## src/rtl/quad_encoder_bank.sv

```systemverilog
// Multi-channel quadrature encoder front end: sync, debounce, Gray decode,
// detent divider, speed-dependent increment and saturating/wrapping value.

module quad_encoder_channel #(
    parameter int WIDTH       = 8,
    parameter int DEBOUNCE    = 4,
    parameter int STEP_EDGES  = 4,
    parameter int INC_SLOW    = 1,
    parameter int INC_FAST    = 4,
    parameter int FAST_WINDOW = 1000,
    parameter int SATURATE    = 1
) (
    input  logic             clk,
    input  logic             reset,
    input  logic             a,
    input  logic             b,
    input  logic             load_hit,
    input  logic [WIDTH-1:0] load_value,
    output logic [WIDTH-1:0] value,
    output logic             changed,
    output logic             dir,
    output logic             illegal
);
    localparam int CNT_W = (DEBOUNCE > 1) ? $clog2(DEBOUNCE) : 1;
    localparam int GAP_W = $clog2(FAST_WINDOW + 1);
    localparam logic [CNT_W-1:0]  CNT_MAX = CNT_W'(DEBOUNCE - 1);
    localparam logic [GAP_W-1:0]  GAP_MAX = GAP_W'(FAST_WINDOW);
    localparam logic signed [3:0] SE_P    = 4'(STEP_EDGES);
    localparam logic signed [3:0] SE_N    = -SE_P;
    localparam logic [WIDTH:0]    INC_S   = (WIDTH+1)'(INC_SLOW);
    localparam logic [WIDTH:0]    INC_F   = (WIDTH+1)'(INC_FAST);

    // bit 1 carries A, bit 0 carries B, so each vector reads {A,B}
    logic [1:0]       s1, s2, f, fd;
    logic [CNT_W-1:0] cnt [2];

    always_ff @(posedge clk) begin
        if (reset) begin
            s1 <= '0;
            s2 <= '0;
            f  <= '0;
            fd <= '0;
            for (int i = 0; i < 2; i++) cnt[i] <= '0;
        end else begin
            s1 <= {a, b};
            s2 <= s1;
            fd <= f;
            for (int i = 0; i < 2; i++) begin
                if (s2[i] == f[i]) begin
                    cnt[i] <= '0;
                end else if (cnt[i] == CNT_MAX) begin
                    f[i]   <= s2[i];
                    cnt[i] <= '0;
                end else begin
                    cnt[i] <= cnt[i] + 1'b1;
                end
            end
        end
    end

    // Gray {A,B} -> position 00=0,10=1,11=2,01=3; position delta classifies the edge
    logic [1:0] ph_f, ph_fd, delta;
    logic       edge_up, edge_dn, edge_ill;

    assign ph_f     = {f[0], f[1] ^ f[0]};
    assign ph_fd    = {fd[0], fd[1] ^ fd[0]};
    assign delta    = ph_f - ph_fd;
    assign edge_up  = (delta == 2'd1);
    assign edge_dn  = (delta == 2'd3);
    assign edge_ill = (delta == 2'd2);

    logic signed [3:0] sub, sub_nxt;
    logic              step_up, step_dn, step;

    always_comb begin
        sub_nxt = sub;
        step_up = 1'b0;
        step_dn = 1'b0;
        if (edge_up) begin
            if (sub == SE_P - 4'sd1) begin
                step_up = 1'b1;
                sub_nxt = '0;
            end else begin
                sub_nxt = sub + 4'sd1;
            end
        end else if (edge_dn) begin
            if (sub == SE_N + 4'sd1) begin
                step_dn = 1'b1;
                sub_nxt = '0;
            end else begin
                sub_nxt = sub - 4'sd1;
            end
        end
    end

    assign step = step_up | step_dn;

    logic [GAP_W-1:0] gap;
    logic             fast;
    logic [WIDTH:0]   ext, inc, sum, diff;
    logic [WIDTH-1:0] value_nxt;

    assign fast = (gap < GAP_MAX);

    always_comb begin
        ext  = {1'b0, value};
        inc  = fast ? INC_F : INC_S;
        sum  = ext + inc;
        diff = ext - inc;
        if (step_up)
            value_nxt = (SATURATE != 0 && sum[WIDTH]) ? '1 : sum[WIDTH-1:0];
        else
            value_nxt = (SATURATE != 0 && inc > ext) ? '0 : diff[WIDTH-1:0];
    end

    // A load wins over a coincident step, but the step still retires the
    // sub-count and restarts the gap timer.
    always_ff @(posedge clk) begin
        if (reset) begin
            value   <= '0;
            changed <= 1'b0;
            dir     <= 1'b0;
            illegal <= 1'b0;
            sub     <= '0;
            gap     <= GAP_MAX;
        end else begin
            sub     <= sub_nxt;
            illegal <= edge_ill;
            if (step)
                gap <= '0;
            else if (gap != GAP_MAX)
                gap <= gap + 1'b1;
            if (load_hit) begin
                value   <= load_value;
                changed <= 1'b0;
            end else begin
                changed <= step;
                if (step) begin
                    value <= value_nxt;
                    dir   <= step_up;
                end
            end
        end
    end
endmodule

module quad_encoder_bank #(
    parameter int CHANNELS    = 3,
    parameter int WIDTH       = 8,
    parameter int DEBOUNCE    = 4,
    parameter int STEP_EDGES  = 4,
    parameter int INC_SLOW    = 1,
    parameter int INC_FAST    = 4,
    parameter int FAST_WINDOW = 1000,
    parameter int SATURATE    = 1,
    localparam int SEL_W      = (CHANNELS > 1) ? $clog2(CHANNELS) : 1
) (
    input  logic                      clk,
    input  logic                      reset,
    input  logic [CHANNELS-1:0]       a,
    input  logic [CHANNELS-1:0]       b,
    input  logic                      load,
    input  logic [SEL_W-1:0]          load_sel,
    input  logic [WIDTH-1:0]          load_value,
    output logic [CHANNELS*WIDTH-1:0] value,
    output logic [CHANNELS-1:0]       changed,
    output logic [CHANNELS-1:0]       dir,
    output logic [CHANNELS-1:0]       illegal
);
    logic [CHANNELS-1:0][WIDTH-1:0] ch_value;
    logic [CHANNELS-1:0]            load_hit;

    assign value = ch_value;

    for (genvar n = 0; n < CHANNELS; n++) begin : gen_ch
        // out-of-range selects simply match no channel
        assign load_hit[n] = load && (load_sel == SEL_W'(n));

        quad_encoder_channel #(
            .WIDTH      (WIDTH),
            .DEBOUNCE   (DEBOUNCE),
            .STEP_EDGES (STEP_EDGES),
            .INC_SLOW   (INC_SLOW),
            .INC_FAST   (INC_FAST),
            .FAST_WINDOW(FAST_WINDOW),
            .SATURATE   (SATURATE)
        ) u_ch (
            .clk       (clk),
            .reset     (reset),
            .a         (a[n]),
            .b         (b[n]),
            .load_hit  (load_hit[n]),
            .load_value(load_value),
            .value     (ch_value[n]),
            .changed   (changed[n]),
            .dir       (dir[n]),
            .illegal   (illegal[n])
        );
    end
endmodule
```

## config.mk

```make
export PLATFORM = sky130hd
export DESIGN_NAME = quad_encoder_bank
export DESIGN_NICKNAME = d
export VERILOG_FILES = /design/src/rtl/quad_encoder_bank.sv
export SDC_FILE = /design/constraint.sdc
export NUM_CORES = 1
export LEC_CHECK = 0
export BUFFER_PORTS_ARGS = -buffer_cell sky130_fd_sc_hd__buf_4
export CORE_MARGIN = 2
export CORE_UTILIZATION = 61
export CTS_CLUSTER_DIAMETER = 120
export CTS_CLUSTER_SIZE = 24
export DETAILED_ROUTE_END_ITERATION = 16
export GPL_TIMING_DRIVEN = 0
export HOLD_SLACK_MARGIN = 0.1
export PLACE_DENSITY = 0.81
export RECOVER_POWER = 100
export SKIP_CTS_REPAIR_TIMING = 1
export SYNTH_ARGS = -nofsm -noshare
export SYNTH_HDL_FRONTEND = slang
export SYNTH_SLANG_ARGS = --single-unit
```

## constraint.sdc

```tcl
create_clock -name clk -period 3.4 [get_ports clk]
set_clock_uncertainty 0.2 [all_clocks]
set_input_delay 0.51 -clock clk [delete_from_list [all_inputs] [get_ports clk]]
set_output_delay 0.51 -clock clk [all_outputs]
set_load 0.005 [all_outputs]
```

==> reports/qor.yml <==
outcome:
  status: "complete, no violations"
worst_setup_path:
  regToRegSetupSlack_ns: 0.21
  cp-start-kind: "flip-flop"
  rr_worst_depth: 10
  cp_top_family: "simple AND/OR/NAND/NOR gates"
  r2r_end: "gen_ch[2].u_ch.value[3]"
  timing.critical_path.buf_inv: 1
  crit_arrival_ns: 3.30
  path_class: "flip-flop to flip-flop"
  cp_max_fo: 4
  r2r_start: "gen_ch[2].u_ch.gap[7]"
  cp-end-kind: "flip-flop"
  max_stage_delay_ns: 0.54
  crit_path_cell_trace: "and3_1 > and3_1 > o21ai_0 > inv_1 > ha_1 > or3b_2 > o2111ai_1 > a21oi_1 > or4_1 > a21oi_1"
  cp_slowest_cell: "or4_1"
  crit_required_ns: 3.51
timing:
  drv_slew: 0
  hold_slack_ns: 0.120
  period_needed_ns: 3.19
  rsz0062_at_grt: "false"
  relSlewSlack_pct: 18.0
  setup_tns_ns: 0
  fin_crit_sh_pct: 93.7
  fmax_mhz: 314
  tightest_slew_ns: 1.22
  setup_viol: 0
  hold_viol: 0
synth:
  ys_ff_latch: 111
  synth_area_leaders: "dfxtp_1, ha_1, edfxtp_1"
  synthCells: 781
  syn_avg_cell_area_sq_um: 8.46
  seq_area_frac_synth_pct: 35.5
  synth_cell_types: 68
  ys.flop_type: "dfxtp_1"
  syn_area_sq_um: 6610
  synth_edf_count: 12
  yosys.area.top_type: "dfxtp_1"
  async_flop_share_pct: 0
  synth_top_area_share_pct: 30.0
  yosysWarnings: 0
grt:
  grt_pass1_vias: 5616
  grt_first_pass_wirelength_um: 26900
  grt_overflow: 0
  grt.total_usage_pct: 28.7
  antenna_found_initial: 0
  grt_max_degree: 24
cts:
  cts_root_buf: "clkbuf_8"
  cts_buffers: 9
  cts_sinks: 111
  insertion_delay_ns: 0.39
  cts_tree: "yes"
  cts.path.max_buffers: 2
  clkTransAtPathRegs_ns: 0.12
  h-tree-depth: 3
drt:
  drc: 0
  postRouteAntennaNets: 0
  wire_per_inst_um: 16.2
  routed_wl_um: 16100
  drt_first_pass_iters: 5
  first_iter_violations: 406
  vias: 5860
  viasPerCell: 5.90
floorplan:
  ios: 52
  initial_core_util_pct: 63.4
  die_h_um: 108
  die_area_sq_um: 11700
  coreArea_sq_um: 10400
  rows: 37
  die_x_um: 108
layout:
  drive_gt1_share_pct: 10.4
  n_antenna_cell: 0
  fin_nets: 920
  synthToLayoutAreaGrowth_pct: 11.8
  final_util_pct: 70.9
pwr:
  p_int_mw: 1.82
  pwr-share-seq_pct: 54.0
  p_sw_uw: 782
  comb_power_share_pct: 13.3
  switching_share_pct: 30.1
  p_total_mw: 2.60
  power.density_nw_per_um2: 352
  total_leakage_power_nw: 2.92
  ir_drop_v: 0.000301
  power_frac_clock_pct: 32.6
hold_path:
  whs_path_depth: 2
  hp-class: "primary input to flip-flop"
  holdPathEnd: "gen_ch[1].u_ch.s1[1]"
  worstHoldStart: "a[1]"
job:
  maxCapViolCount: 0
place:
  hpwl_um: 12000
  place_congestion: 0.951
  portBuffers: 50
-- area by class of cell --
class                   count  area (sq um)
plain buffers              44           201
flip-flops and latches    111          2340
clock inverters             7          93.8
repair buffers             50           368
inverters                  42           158
fillers                   853          3030
well taps                 136           170
multi-input cells         595          3930
clock buffers               9           124
-- logic make-up after synthesis --
| group | synth area share (%) |
|---|---|
| fa+ha+maj | 9.09 |
| xor+xnor | 8.22 |
| other cells | 0.0568 |
| compound gates | 16.1 |
| simple gates | 23.2 |
| flops | 35.5 |
| mux | 2.35 |
| buf+inv | 5.51 |
-- worst register-to-register path: stages (launching register included) --
cell       delay [ns]
dfxtp_1          0.34
and3_1           0.20
and3_1           0.19
o21ai_0          0.21
inv_1            0.17
ha_1             0.35
or3b_2           0.45
o2111ai_1        0.19
a21oi_1          0.12
or4_1            0.54
a21oi_1          0.15
-- routing by layer --
layer | up-vias | global-route usage (%) | wire length [um]
met5 | - | 0 | 0
met4 | 0 | 7.14 | 224
met3 | 24 | 4.34 | 1150
met2 | 218 | 48.0 | 7510
met1 | 2741 | 39.1 | 7230
li1 | 2877 | - | -
-- Yosys cell counts, types with 4 or more instances --
cell type / n
a21oi_1: 57
edfxtp_1: 12
xor2_1: 29
mux2_2: 4
nor3b_1: 8
nand3b_1: 7
a211oi_1: 7
inv_1: 42
mux2i_1: 11
buf_2: 5
nor4_1: 10
clkbuf_1: 27
xnor2_1: 25
ha_1: 48
a22oi_1: 6
nor2b_1: 29
nand3_1: 24
nand2_1: 42
or3_1: 10
a31oi_1: 9
or4_1: 4
buf_4: 9
o21ai_0: 49
nor2_1: 78
a221oi_1: 6
nor4bb_1: 4
nand2b_1: 10
nor3_1: 28
o211ai_1: 9
dfxtp_1: 99
and3_1: 16
-- power groups by stage --
stage	combinational, mW	sequential (mW)	clock [mW]
floorplan	0.240	1.42	0
global placement	0.331	1.43	0
detailed placement	0.342	1.43	0
CTS	0.347	1.41	0.858
global route	0.389	1.41	0.915
finish	0.347	1.41	0.849
-- flip-flops by register name, summed over array words and instances, names as in the netlist --
name / flops
gen_ch.u_ch.changed: 3
gen_ch.u_ch.gap: 30
gen_ch.u_ch.cnt: 12
gen_ch.u_ch.s2: 6
gen_ch.u_ch.f: 6
gen_ch.u_ch.sub: 12
gen_ch.u_ch.dir: 3
gen_ch.u_ch.value: 24
gen_ch.u_ch.fd: 6
gen_ch.u_ch.s1: 6
gen_ch.u_ch.illegal: 3
-- through the flow --
step	area [sq um]	setup WS (ns)	cells
final	7380	0.215	994
after global routing	7380	0.0134	994
after CTS	7410	0.0525	994
after detailed placement	7190	0.110	978
after global placement	7190	0.204	978
after floorplan	6650	0.597	792
-- worst max path at each step --
| stage | endpoint | start | slack, ns | depth (start not counted) |
|---|---|---|---|---|
| global placement | gen_ch[0].u_ch.value[5] | gen_ch[0].u_ch.gap[7] | 0.20 | 12 |
| finish | gen_ch[2].u_ch.value[3] | gen_ch[2].u_ch.gap[7] | 0.21 | 10 |
| global route | gen_ch[0].u_ch.value[3] | gen_ch[0].u_ch.gap[6] | 0.01 | 12 |
| detailed placement | gen_ch[0].u_ch.value[3] | gen_ch[0].u_ch.gap[7] | 0.11 | 12 |
| floorplan | gen_ch[2].u_ch.value[3] | gen_ch[2].u_ch.gap[7] | 0.60 | 10 |
| CTS | gen_ch[0].u_ch.value[3] | gen_ch[0].u_ch.gap[6] | 0.05 | 12 |
-- layout by cell type, fill, tap and decap left out, types with 3 or more instances in the layout --
cell type / count
conb_1: 12
nor4_1: 10
and3_1: 16
nand3b_1: 8
a22oi_1: 6
a221oi_1: 6
a21oi_1: 57
nand3_1: 24
ha_1: 48
nor4bb_1: 4
o21ai_0: 48
or3_1: 10
clkinv_8: 3
edfxtp_1: 12
nand2b_1: 10
a211oi_1: 7
clkbuf_1: 34
o22ai_1: 3
buf_4: 26
clkbuf_4: 31
xnor2_1: 25
nor3b_1: 8
clkbuf_8: 9
nor3_1: 28
dfxtp_1: 99
inv_1: 42
a31oi_1: 9
xor2_1: 29
nor2_1: 78
or4_1: 4
nor2b_1: 29
o211ai_1: 9
o21bai_1: 3
and3b_1: 3
mux2i_1: 11
mux2_2: 4
or2_2: 3
nand2_1: 42
Note: power is estimated with default switching activity, not from simulation.
